<file path="src/rtl/siso_arbiter.sv">
// Round-robin scheduler for two parallel requesters feeding one MSB-first serial line.
// A granted word is shifted out over WIDTH cycles, followed by GAP idle cycles.
module siso_arbiter #(
  parameter int WIDTH = 8,
  parameter int GAP   = 1
) (
  input  logic             clk,
  input  logic             rst,
  input  logic             req0_valid,
  input  logic [WIDTH-1:0] req0_data,
  output logic             req0_ready,
  input  logic             req1_valid,
  input  logic [WIDTH-1:0] req1_data,
  output logic             req1_ready,
  output logic             serial_out,
  output logic             frame_active,
  output logic             frame_src,
  output logic             frame_done
);

  localparam int CNT_W = (WIDTH > 1) ? $clog2(WIDTH) : 1;

  typedef enum logic [1:0] {IDLE, SHIFT, PAUSE} state_t;

  state_t           state, state_nxt;
  logic [WIDTH-1:0] shift_reg;
  logic [CNT_W-1:0] bit_cnt;
  logic [3:0]       gap_cnt;
  logic             last_grant;
  logic             gnt_vld, gnt_idx, accept, last_bit, gap_end;
  logic [WIDTH-1:0] gnt_data;

  // Grant favours the requester that was not served last when both are valid.
  always_comb begin
    gnt_vld = req0_valid | req1_valid;
    gnt_idx = 1'b0;
    if (req0_valid && req1_valid) gnt_idx = ~last_grant;
    else if (req1_valid)          gnt_idx = 1'b1;
    gnt_data   = gnt_idx ? req1_data : req0_data;
    accept     = (state == IDLE) && gnt_vld;
    req0_ready = rst && accept && !gnt_idx;
    req1_ready = rst && accept && gnt_idx;
    last_bit   = (bit_cnt == CNT_W'(WIDTH - 1));
    gap_end    = (gap_cnt == 4'(GAP - 1));
  end

  always_ff @(posedge clk or negedge rst) begin
    if (!rst) state <= IDLE;
    else      state <= state_nxt;
  end

  always_comb begin
    state_nxt = state;
    case (state)
      IDLE:    if (accept) state_nxt = SHIFT;
      SHIFT:   if (last_bit) state_nxt = (GAP > 0) ? PAUSE : IDLE;
      PAUSE:   if (gap_end) state_nxt = IDLE;
      default: state_nxt = IDLE;
    endcase
  end

  // serial_out is loaded with the MSB on the accept edge, so each later edge
  // presents the bit one below the current register MSB.
  always_ff @(posedge clk or negedge rst) begin
    if (!rst) begin
      shift_reg    <= '0;
      bit_cnt      <= '0;
      gap_cnt      <= '0;
      last_grant   <= 1'b1;
      serial_out   <= 1'b0;
      frame_active <= 1'b0;
      frame_src    <= 1'b0;
      frame_done   <= 1'b0;
    end else begin
      frame_done <= 1'b0;
      case (state)
        IDLE: begin
          if (accept) begin
            shift_reg    <= gnt_data;
            bit_cnt      <= '0;
            last_grant   <= gnt_idx;
            frame_src    <= gnt_idx;
            serial_out   <= gnt_data[WIDTH-1];
            frame_active <= 1'b1;
          end
        end
        SHIFT: begin
          shift_reg <= {shift_reg[WIDTH-2:0], 1'b0};
          if (last_bit) begin
            frame_done   <= 1'b1;
            frame_active <= 1'b0;
            serial_out   <= 1'b0;
            gap_cnt      <= '0;
          end else begin
            bit_cnt    <= bit_cnt + CNT_W'(1);
            serial_out <= shift_reg[WIDTH-2];
          end
        end
        PAUSE: gap_cnt <= gap_cnt + 4'd1;
        default: ;
      endcase
    end
  end

endmodule

</file>
<file path="config.mk">
export PLATFORM = sky130hd
export DESIGN_NAME = siso_arbiter
export DESIGN_NICKNAME = d
export VERILOG_FILES = /design/src/rtl/siso_arbiter.sv
export SDC_FILE = /design/constraint.sdc
export NUM_CORES = 1
export LEC_CHECK = 0
export BUFFER_PORTS_ARGS = -buffer_cell sky130_fd_sc_hd__buf_2
export CAP_MARGIN = 25
export CORE_UTILIZATION = 50
export DETAILED_ROUTE_END_ITERATION = 7
export PLACE_DENSITY = 0.75
export SYNTH_ARGS = -nofsm -noshare
export SYNTH_HDL_FRONTEND = slang
export SYNTH_SLANG_ARGS = --single-unit
</file>
<file path="constraint.sdc">
create_clock -name clk -period 4.1 [get_ports clk]
set_input_delay 0.82 -clock clk [delete_from_list [all_inputs] [get_ports clk]]
set_output_delay 0.82 -clock clk [all_outputs]
set_load 0.005 [all_outputs]
</file>
### Word level (Yosys, flattened, before mapping)

Cells that the tools add are included.

* bits in registers: 21
* bits of input ports: 20
* output and inout bits: 6
* word-level logic and storage cells: 58

* add/sub/neg operators: 2
* equality and inequality tests: 7
* multiplexer cells: 22
* bitwise gates (word level): 2
* reduce and logical (&&, ||, !) cells: 16

Operators with widths (number)
* $pmux 7 s2: 1
* $reduce_and 3->1: 3
* $mux 1: 8
* $mux 8: 1
* $ne 2x2->1 const B: 4
* $pmux 4 s2: 1
* $mux 7: 1
* $mux 2: 3
* $mux 3: 2
* $pmux 2 s3: 1
* $pmux 3 s2: 1
* $reduce_and 2->1: 3
* $logic_and 1x1->1: 5
* $add 4x1->4 const B: 1
* $logic_not 4->1: 1
* $mux 4: 1
* $pmux 1 s2: 2
* $reduce_bool 2->1: 2
* $add 3x1->3 const B: 1
* $eq 3x3->1 const B: 1
* $eq 2x1->1 const B: 1
* $eq 2x2->1 const B: 1
* $logic_not 2->1: 1
* $logic_not 1->1: 1
* other kinds (2): 2

### Longest topological paths before layout

Gate-level depths: netlist of run 1.

* word-level depth: 5
* gate-level depth with buffers: 5
* gate-level depth less buffers: 5

### Least setup slack after synthesis of run 1

No wires, ideal clock.

* path kind: in2out
* from: in req1_valid
* to: out req0_ready
* arrival time: 1371 ps
* required time: 3280 ps
* slack: 1909 ps
* cell stages on the path: 3
* buffers on the path: 1
* path through: a21boi_2 buf_4 nor3b_1

* word-level cells in the longest chain between the ends: 4
* elaborated cells between the ends (all ways): 8
* those cells by class: mux: 2; bitwise: 1; reduce/logical: 5

Ends and longest elaborated chain
* start: declaration: RTL line 12 `input logic req1_valid,`
* $mux 1 (tied with other cells): RTL line 38 `else if (req1_valid) gnt_idx = 1'b1;`
* $mux 1 / $logic_and 1x1->1 (equally long branches): RTL line 37, 40
* $logic_not 1->1 / $logic_and 1x1->1 (equally long branches): RTL line 41 `req0_ready = rst && accept && !gnt_idx;`
* $logic_and 1x1->1 *: RTL line 41
* end: declaration: RTL line 11 `output logic req0_ready,`

Mark *: on every way between the ends. The rest lies on a longest branch, timed or not.

### Worst setup path after layout of run 1

* from: in req0_valid
* to: out req1_ready

* word-level cells in the longest chain between the ends: 4
* elaborated cells between the ends (all ways): 6
* those cells by class: mux: 1; bitwise: 1; reduce/logical: 4

Ends and longest elaborated chain
* start: declaration: RTL line 9 `input logic req0_valid,`
* $or 1x1->1: RTL line 35 `gnt_vld = req0_valid | req1_valid;`
* $logic_and 1x1->1: RTL line 40 `accept = (state == IDLE) && gnt_vld;`
* $logic_and 1x1->1: RTL line 42 `req1_ready = rst && accept && gnt_idx;`
* $logic_and 1x1->1 *: RTL line 42
* end: declaration: RTL line 14 `output logic req1_ready,`

Marks and branches as above.

==> summary.md, run 1 <==
| Metric | Value |
|---|---|
| Total CTS buffers | 3 |
| Register area | 527 sq um |
| Crit Path Class | primary input to primary output |
| Drt drc | 0 |
| Synth warn | 0 |
| Clock network fraction of design power | 0.134 |
| Clock Root Buffer | clkbuf_4 |
| Synth Flop Type | dfrtp_1 |
| Grt peak-use layer | met2 |
| Sw frac | 0.366 |
| Tightest Hold Check Type | primary input to async pin |
| Final GP Congestion | 0.780 |
| Logic gate share of total power | 0.395 |
| Clock H-tree levels | 1 |
| Status | finished clean |
| Total Routing Usage GR | 0.199 |
| XOR/XNOR share of the synthesized area | 0.0156 |
| Post-DP HPWL | 1530 um |
| Placed cell area | 1250 sq um |
| Synth Area in Adders | 0.0556 |
| Worst-margin pin slew | 690 ps |
| CTS tree | done |
| Int Power | 474 uW |
| Via density | 5.56 |
| Diodes inserted | 0 |
| Startpoint types | primary input |
| Post-synthesis sequential area ratio | 0.468 |
| Die Span X | 49.5 um |
| Final period utilization | 0.656 |
| Initial drt markers | 17 |
| Tmin final | 2690 ps |
| Max Slew Vio Count | 0 |
| Final Hold Slack | 460 ps |
| Num rows | 16 |
| Compound-Gate Fraction of Synth Area | 0.179 |
| Synth Register Bits | 21 |
| Final ANT Viol Nets | 0 |
| Main combinational cell family by area after synthesis | compound AO/OA/AOI/OAI gates |
| Max-cap check violation count | 0 |
| Routing usage on met2 | 0.320 |
| Most common cell after layout, fill and taps aside | buf_2 |
| F_max | 372 MHz |
| Global routing usage on met3 | 0.0401 |
| Number of global-route vias before repair | 799 |
| Most frequent cells in the layout | buf_2, dfrtp_1, nand2_1, mux2i_1, o21ai_0 |
| Synth Area in Simple Gates | 0.156 |
| Multiplexer area fraction after synthesis | 0.0811 |
| Max FO, Critical Path | 12 |
| Core area | 2040 sq um |
| # resized after CTS | 0 |
| Skew-Pair Late Insertion Delay | 300 ps |
| First-pass GRT wire length | 3560 um |
| Clock skew | 3.53 ps |
| Clk slew on worst S/H paths | 120 ps |
| Mapped Cells | 105 |
| Post-synth EDFFs | 0 |
| Layout cells sized above 1 | 0.287 |
| Post-layout net count | 155 |
| Worst EP required | 3280 ps |
| Vias | 867 |
| Largest net degree at the start of global routing | 24 |
| Syn Nets | 130 |
| Share of power burned in registers | 0.472 |
| Area growth syn-to-layout | 13.6% |
| Total Die Area | 2450 sq um |
| GR Overflow Total | 0 |
| I/O pins | 26 |
| Ys async rst share | 1.00 |
| Initial core utilization | 0.551 |
| Worst VDD drop | 0.000396 V |
| TNS Setup | 0 ps |
| Synth Area per Inst | 10.7 sq um |
| GR Util met1 | 0.263 |
| DRT Pass-1 Iters | 4 |
| RSZ-0062 raised after global routing | false |
| Mapped Area | 1130 sq um |
| Multi-input gate area | 548 sq um |
| P per Cell Area | 585 nW/um^2 |
| Routed wire length | 2100 um |
| CP Data Arrival Time | 1870 ps |
| Maximum buffer depth of the clock tree | 2 |
| Clk sink count | 21 |
| Die Y | 49.5 um |
| # fillers | 189 |
| # hold bufs at CTS | 0 |
| Fin util | 0.626 |
| Normalized max-slew margin | 0.537 |
| Leak Pwr | 0.000592 uW |
| Number of flip-flops in the largest register | 7 |
| Antenna violations before repair | 0 |
| Hold Fails Final Rpt | 0 |
| Synth cell types | 36 |
| IO buf count | 25 |
| Setup repair bufs after CTS | 0 |
| WL/cell | 13.5 um |
| Switching power | 274 uW |
| Final setup fails | 0 |
| CP endpoint kind | primary output |
| Finished Cell Area | 1280 sq um |
Yosys cell counts (all sizes together), types with 3 or more instances:
| library cell | instances | area share |
|---|---|---|
| inv | 5 | 0.017 |
| nor3b | 4 | 0.037 |
| dfrtp | 20 | 0.44 |
| a21oi | 4 | 0.021 |
| ha | 5 | 0.056 |
| buf | 4 | 0.024 |
| a22o | 3 | 0.023 |
| o21ai | 8 | 0.036 |
| nor2 | 4 | 0.020 |
| nand2b | 3 | 0.017 |
| o211ai | 6 | 0.040 |
| nand2 | 10 | 0.036 |
| mux2i | 8 | 0.071 |
layer usage:
layer	wire (um)	share of wire
met3	67	0.032
met5	0	0
met2	1020	0.48
met4	19	0.0090
met1	998	0.48
worst max-delay path, cell delays in order:
cell and delay, ps:
buf_2 130, a21boi_2 560, and3_1 250, buf_2 110
power by group through the flow:
stage / Clock (uW) / Sequential (uW) / Combinational (uW)
after floorplan: 0 / 326 / 256
after global placement: 0 / 354 / 287
after detailed placement: 0 / 356 / 298
after CTS: 104 / 352 / 301
after global routing: 111 / 361 / 340
final: 99.9 / 353 / 295
worst paths after layout:
kind / depth (start not counted) / slack [ps] / startpoint / end
max: 4 / 1410 / req0_valid / req1_ready
min: 1 / 460 / rst / frame_done
max reg2reg: 3 / 2410 / state[1] / serial_out
min reg2reg: 1 / 510 / frame_src / frame_src
max in group asynchronous: 1 / 3290 / rst / last_grant
min in group clk: 1 / 510 / frame_src / frame_src
area by class of cell:
| cell class | instances | area share |
|---|---|---|
| Inverter | 5 | 0.0147 |
| Multi-Input combinational cell | 74 | 0.429 |
| Timing Repair Buffer | 25 | 0.0978 |
| Sequential cell | 21 | 0.412 |
| Tap cell | 27 | 0.0264 |
| Clock buffer | 4 | 0.0205 |
per-stage QoR:
| step | total power [uW] | cells | setup WS [ps] |
|---|---|---|---|
| detailed placement | 654 | 152 | 1420 |
| finish | 748 | 156 | 1410 |
| CTS | 758 | 156 | 1410 |
| floorplan | 583 | 105 | 1910 |
| global route | 812 | 156 | 1310 |
| global placement | 641 | 152 | 1450 |
kinds of logic after synthesis:
group	after synthesis
AOI/OAI and AO/OA	29
adders and majority gates	5
DFF	21
buffers and inverters	10
xor gates and xnor gates	2
and+or+nand+nor	29
muxes	9
(Power assumes the default switching activity.)
==> inputs of run 2 (changes only) <==
--- a/config.mk
+++ b/config.mk
@@ -5,11 +5,12 @@
 export SDC_FILE = /design/constraint.sdc
 export NUM_CORES = 1
 export LEC_CHECK = 0
+export ABC_AREA = 1
 export BUFFER_PORTS_ARGS = -buffer_cell sky130_fd_sc_hd__buf_2
 export CAP_MARGIN = 25
-export CORE_UTILIZATION = 50
+export CORE_UTILIZATION = 47
 export DETAILED_ROUTE_END_ITERATION = 7
-export PLACE_DENSITY = 0.75
+export PLACE_DENSITY = 0.73
 export SYNTH_ARGS = -nofsm -noshare
 export SYNTH_HDL_FRONTEND = slang
 export SYNTH_SLANG_ARGS = --single-unit
==> constraint.sdc (replaced) <==
create_clock -name clk -period 2.3 [get_ports clk]
set_input_delay 0.46 -clock clk [delete_from_list [all_inputs] [get_ports clk]]
set_output_delay 0.46 -clock clk [all_outputs]
set_load 0.005 [all_outputs]
==> run 2 against run 1 <==
  * First-iteration DRC count up 47%
  * Critical endpoint unchanged
  * Clock skew about the same
  * Highest routed layer unchanged
  * Global-route usage down 1.3 points
  * Sequential power up 77%
  * Synthesized cell count up 39%
  * Sequential share of layout area down 2.1 points
  * Utilization down 4.0 points
  * Power up 91%
==> summary.md, run 2 <==
| Metric | Value |
|---|---|
| Post-DP HPWL | 1680 um (+10%) |
| Tightest Hold Check Type | primary input to async pin |
| Finished Cell Area | 1350 sq um (+5.3%) |
| Synth Area per Inst | 8.10 sq um (-24%) |
| Total CTS buffers | 3 (unchanged) |
| Switching power | 591 uW (+120%) |
| Diodes inserted | 0 (unchanged) |
| Leading post-synthesis cells by cell area | dfrtp_1, nand2_1, nand3_1 |
| Clock H-tree levels | 1 (unchanged) |
| Area growth syn-to-layout | 13.9% |
| First-pass GRT wire length | 3710 um (+4.1%) |
| # hold bufs at CTS | 0 (unchanged) |
| Tmin final | 1970 ps |
| Antenna violations before repair | 0 (unchanged) |
| Clock Root Buffer | clkbuf_4 |
| Num rows | 17 (+1) |
| Leak Pwr | 0.000751 uW (+27%) |
| Die Y | 52.2 um (+5.5%) |
| I/O pins | 26 (unchanged) |
| Worst VDD drop | 0.000630 V (+59%) |
| Met2 wire len | 1020 um (unchanged) |
| Total Die Area | 2720 sq um (+11%) |
| Synth warn | 0 (unchanged) |
| Hold Fails Final Rpt | 0 (unchanged) |
| Placed cell area | 1320 sq um (+5.4%) |
| Total Routing Usage GR | 0.186 (-0.0128) |
| Skew-Pair Late Insertion Delay | 300 ps (about the same) |
| P per Cell Area | 1060 nW/um^2 (+81%) |
| Maximum buffer depth of the clock tree | 2 (unchanged) |
| Setup ws final | 335 ps (-1080 ps) |
| GR Overflow Total | 0 (unchanged) |
| Fin util | 0.586 (-0.0402) |
| Max-cap check violation count | 0 (unchanged) |
| Top Metal Used | met4 |
| Syn Nets | 171 (+32%) |
| TNS Setup | 0 ps (unchanged) |
| CTS tree | done |
| Startpoint types | flip-flop |
| Top-count cell post-synth | nand2_1 |
| Metal-1 WL | 1030 um (+3.3%) |
| Ys async rst share | 1.00 (unchanged) |
| Max Slew Vio Count | 0 (unchanged) |
| Setup repair bufs after CTS | 0 (unchanged) |
| Final ANT Viol Nets | 0 (unchanged) |
| FF-to-FF path depth | 7 (+4) |
| Int Power | 834 uW (+76%) |
| RSZ-0062 raised after global routing | false |
| Most common cell after layout, fill and taps aside | nand2_1 |
| Via density | 4.77 (-14%) |
| Worst EP required | 1840 ps (-1440 ps) |
| Most frequent cells in the layout | nand2_1, buf_2, inv_1, nand3_1, dfrtp_1 |
| Synth Flop Type | dfrtp_1 |
| Synth Register Bits | 21 (unchanged) |
| Clock skew | 3.08 ps (-0.448 ps) |
| Initial core utilization | 0.515 (-0.0368) |
| Mapped Cells | 146 (+39%) |
| DRT Pass-1 Iters | 4 (unchanged) |
| Number of global-route vias before repair | 902 (+13%) |
| Post-synth top area cell | dfrtp_1 |
| Layout cells sized above 1 | 0.259 (-0.0282) |
| Sw frac | 0.415 (+0.0486) |
| CP Data Arrival Time | 1510 ps (-360 ps) |
| Drt drc | 0 (unchanged) |
| Post-synth EDFFs | 0 (unchanged) |
| Normalized max-slew margin | 0.825 (+0.288) |
| Share of the synthesized area in the top cell type | 0.423 (-0.0212) |
| F_max | 509 MHz |
| Placement Setup Slack | 548 ps (-871 ps) |
| Post-layout net count | 200 (+29%) |
| Post-synthesis sequential area ratio | 0.446 (-0.0223) |
| Share of power burned in registers | 0.438 (-0.034) |
| Met3 wire length | 94 um (+40%) |
| Clk sink count | 21 (unchanged) |
| Number of flip-flops in the largest register | 7 (unchanged) |
| IO buf count | 25 (unchanged) |
| Top post-synthesis cells by count | nand2_1, inv_1, nand3_1 |
| Die Span X | 52.2 um (+5.5%) |
| Mapped Area | 1180 sq um (+5.0%) |
| Final Hold Slack | 113 ps (-347 ps) |
| # resized after CTS | 0 (unchanged) |
| Max FO, Critical Path | 9 (-3) |
| Synth cell types | 23 (-36%) |
| Initial drt markers | 25 (+8) |
| CP endpoint kind | primary output |
| Worst-margin pin slew | 262 ps (-428 ps) |
| Logic gate share of total power | 0.440 (+0.045) |
| Clk slew on worst S/H paths | 110 ps (about the same) |
| Routed wire length | 2170 um (+3.2%) |
| Clock network fraction of design power | 0.122 (-0.012) |
| Final period utilization | 0.854 |
| Status | finished clean |
| Final GP Congestion | 0.822 (+5.5%) |
| WL/cell | 10.7 um (-20%) |
| Core area | 2300 sq um (+12%) |
| Largest net degree at the start of global routing | 22 (-8.3%) |
| Crit Path Class | flip-flop to primary output |
| Final setup fails | 0 (unchanged) |
| Vias | 964 (+11%) |
-- run 2: cell types whose count changed after synthesis, sizes merged, moves of 3 or more --
| cell | change |
|---|---|
| nand2 | +35 |
| nand3 | +24 |
| inv | +20 |
| mux2i | -8 |
| o211ai | -6 |
| nor2 | +5 |
| a22o | -3 |
| nand2b | -3 |
| nor3b | -3 |
-- run 2: final cells by class --
class | count | area (sq um)
sequential | 21 | 527
inverter | 26 | 98.8
multi-input combinational | 97 | 527
fill | 222 | 951
timing repair buffer | 26 | 133
clock buffer | 4 | 26.3
tap | 28 | 35.0
-- run 2: cell families (layout without fill, tap and decap cells) --
group | Yosys count | after routing | synth area share
simple gates | 81 | 81 | 0.332
flops | 21 | 21 | 0.446
buf+inv | 28 | 56 | 0.109
compound gates | 9 | 9 | 0.0455
xor+xnor | 2 | 2 | 0.0148
fa+ha+maj | 5 | 5 | 0.0529
-- run 2: per-layer routing --
metal	GRT usage	up-vias
met5	0	-
met4	0.0395	0
met3	0.0614	5
met2	0.314	21
met1	0.231	430
li1	-	508
-- run 2: path summary, 6_finish.rpt --
path | startpoint | end | slack (ps)
setup / recovery | last_grant | req1_ready | 330
hold / removal | rst | gap_cnt[3] | 110
setup reg to reg | bit_cnt[0] | gap_cnt[0] | 900
hold reg to reg | last_grant | last_grant | 480
max in group asynchronous | rst | last_grant | 1920
min in group clk | req0_data[0] | shift_reg[0] | 420
-- run 2: through the flow --
stage          instances  total power [uW]
4_1_cts              202              1440
6_report             202              1430
5_1_grt              202              1580
2_1_floorplan        146              1140
3_5_place_dp         198              1260
3_3_place_gp         198              1230
-- run 2: power groups by stage --
stage          clock [uW]  sequential [uW]  combinational (uW)
2_1_floorplan           0              616                 526
5_1_grt               199              642                 742
3_3_place_gp            0              622                 610
3_5_place_dp            0              632                 632
6_report              173              625                 627
4_1_cts               181              625                 635
-- run 2: critical path: stages, from the launching register on --
cell and delay [ps]:
dfstp_2 550, nand2_1 80, nand2_2 170, inv_2 130, nand2_1 120, nor2_1 40
buf_2 120
==> inputs of run 3 (changes only) <==
==> config.mk (replaced) <==
export PLATFORM = sky130hd
export DESIGN_NAME = siso_arbiter
export DESIGN_NICKNAME = d
export VERILOG_FILES = /design/src/rtl/siso_arbiter.sv
export SDC_FILE = /design/constraint.sdc
export NUM_CORES = 1
export LEC_CHECK = 0
export ABC_AREA = 1
export CAP_MARGIN = 25
export CORE_UTILIZATION = 50
export DETAILED_ROUTE_END_ITERATION = 7
export DONT_BUFFER_PORTS = 1
export PLACE_DENSITY = 0.68
export SYNTH_ARGS = -nofsm -noshare
export SYNTH_HDL_FRONTEND = slang
export SYNTH_SLANG_ARGS = --single-unit
==> run 3 against run 2 <==
  * Sequential share of layout area is 3.9 points higher
  * Cell count is 12% lower
  * Via count is 5.9% lower
==> summary.md, run 3 (synthesis results as in run 2) <==
| Metric | Value |
|---|---|
| Status | finished clean |
| Placed cell area | 1190 sq um (-10%) |
| Die Y | 50.6 um (-2.9%) |
| Worst VDD drop | 0.000632 V (+0.32%) |
| Number of flip-flops in the largest register | 7 (unchanged) |
| Normalized max-slew margin | 0.384 (-0.441) |
| Tmin final | 1890 ps (-78.5 ps) |
| Number of global-route vias before repair | 886 (-1.8%) |
| TNS Setup | 0 ps (unchanged) |
| Met3 wire length | 92 um (-2.1%) |
| DRT Pass-1 Iters | 4 (unchanged) |
| Final setup fails | 0 (unchanged) |
| IO buf count | 0 (-100%) |
| Buf/Inv on CP | 1 (-1) |
| Max FO, Critical Path | 9 (unchanged) |
| Diodes inserted | 0 (unchanged) |
| Total CTS buffers | 3 (unchanged) |
| Fin util | 0.554 (-0.0323) |
| Register area | 527 sq um (unchanged) |
| Post-layout net count | 175 (-13%) |
| Crit path max-delay family | flip-flops |
| GR Overflow Total | 0 (unchanged) |
| Hold Fails Final Rpt | 0 (unchanged) |
| Max-cap check violation count | 0 (unchanged) |
| Placement Setup Slack | 729 ps (+181 ps) |
| Skew-Pair Late Insertion Delay | 300 ps (about the same) |
| Total Routing Usage GR | 0.194 (+0.00790) |
| Final ANT Viol Nets | 0 (unchanged) |
| Crit-path cells | nand2_1, nand2_2, inv_2, nor3_2 |
| Die Span X | 50.6 um (-2.9%) |
| Max Slew Vio Count | 0 (unchanged) |
| Leak Pwr | 0.000651 uW (-13%) |
| Maximum buffer depth of the clock tree | 2 (unchanged) |
| Startpoint types | flip-flop |
| Num rows | 17 (unchanged) |
| Setup ws final | 413 ps (+78.5 ps) |
| # fillers | 214 (-3.6%) |
| Worst-margin pin slew | 920 ps (+658 ps) |
| F_max | 530 MHz (+4.2%) |
| Core area | 2210 sq um (-3.7%) |
| CP Data Arrival Time | 1430 ps (-80 ps) |
| # resized after CTS | 0 (unchanged) |
| Vias | 907 (-5.9%) |
| CP max stage cell | dfstp_2 |
| Clock H-tree levels | 1 (unchanged) |
| Initial drt markers | 14 (-44%) |
| CP endpoint kind | primary output |
| Reg2reg setup slack | 880 ps (-20 ps) |
| Met2 wire len | 1030 um (+1.5%) |
| Area growth syn-to-layout | 3.60% |
| Largest net degree at the start of global routing | 22 (unchanged) |
| Layout cells sized above 1 | 0.134 (-0.124) |
| Total Die Area | 2560 sq um (-5.8%) |
| Routed wire length | 2200 um (+1.4%) |
| Top Metal Used | met4 |
| Most frequent cells in the layout | nand2_1, inv_1, nand3_1, dfrtp_1 |
| Clock Root Buffer | clkbuf_4 |
| Final GP Congestion | 0.778 (-5.4%) |
| Post-DP HPWL | 1660 um (-1.2%) |
| Clk slew on worst S/H paths | 120 ps (about the same) |
| Finished Cell Area | 1220 sq um (-9.0%) |
| Crit Path Class | flip-flop to primary output |
| Final period utilization | 0.820 (-0.0341) |
| First-pass GRT wire length | 3660 um (-1.1%) |
| Multi-input gate area | 527 sq um (unchanged) |
| P per Cell Area | 1140 nW/um^2 (+7.6%) |
| Clock skew | 1.79 ps (-1.29 ps) |
| Antenna violations before repair | 0 (unchanged) |
| Worst stage delay on the critical path | 550 ps (about the same) |
| Tightest Hold Check Type | primary input to flip-flop |
| Clk sink count | 21 (unchanged) |
| Metal-1 WL | 1020 um (-1.2%) |
| Via density | 5.12 (+7.4%) |
| I/O pins | 26 (unchanged) |
| Worst EP required | 1840 ps (about the same) |
| Most common cell after layout, fill and taps aside | nand2_1 |
| WL/cell | 12.4 um (+16%) |
| RSZ-0062 raised after global routing | false |
| CTS tree | done |
| Drt drc | 0 (unchanged) |
| Initial core utilization | 0.535 (+0.0198) |
run 3: changes by cell type in the layout (fill, tap and decap cells not counted), sizes merged:
cell	previous run	this run
buf	26	0
clkinv	1	2
clkbuf	4	3
dlygate4sd3	0	1
run 3: per-layer routing:
metal  global-route usage  vias to the layer above
li1                     -                      461
met1                0.226                      408
met2                0.336                       28
met3               0.0394                       10
met4               0.0972                        0
met5                    0                        -
run 3: path summary, 6_finish.rpt:
| path | from | to | depth (start not counted) |
|---|---|---|---|
| worst max-delay path | last_grant | req0_ready | 4 |
| worst min-delay path | req1_data[0] | shift_reg[0] | 2 |
| worst max register to register | bit_cnt[0] | gap_cnt[2] | 7 |
| worst min register to register | bit_cnt[0] | bit_cnt[0] | 1 |
| max in group asynchronous | rst | shift_reg[4] | 1 |
| min in group asynchronous | rst | gap_cnt[2] | 1 |
run 3: where the power goes:
| group | switching [uW] | leakage (uW) | total (uW) | internal, uW |
|---|---|---|---|---|
| Sequential | 104 | 0.000261 | 629 | 525 |
| Clock | 118 | 0.0000177 | 182 | 64.8 |
| Combinational | 372 | 0.000372 | 585 | 213 |
| Total | 594 | 0.000651 | 1400 | 802 |
run 3: layout make-up:
| class | count | area share |
|---|---|---|
| repair buffers | 1 | 0.00817 |
| flip-flops and latches | 21 | 0.430 |
| clock buffers | 3 | 0.0184 |
| clock inverters | 1 | 0.00409 |
| multi-input cells | 97 | 0.430 |
| well taps | 28 | 0.0286 |
| inverters | 26 | 0.0807 |
run 3: timing repair:
| action | in CTS | in global routing |
|---|---|---|
| setup buffers | 0 | 0 |
| hold endpoints to repair | 21 | 0 |
| hold buffers | 1 | 0 |
run 3: worst reg2reg max path: cells and delay by family, from the launching register on:
family	cells	cell delay (ps)
adder cells (fa/ha/maj)	2	470
buffers and inverters	1	120
AND/OR/NAND/NOR	3	280
flip-flops	1	420
AO/OA/AOI/OAI	1	70
run 3: through the flow:
stage | power, uW | std cells | hold WS [ps]
final | 1400 | 177 | 328
after global routing | 1530 | 177 | 326
after CTS | 1410 | 177 | 323
after detailed placement | 1220 | 172 | 165
after global placement | 1190 | 172 | 165
after floorplan | 1140 | 146 | 164
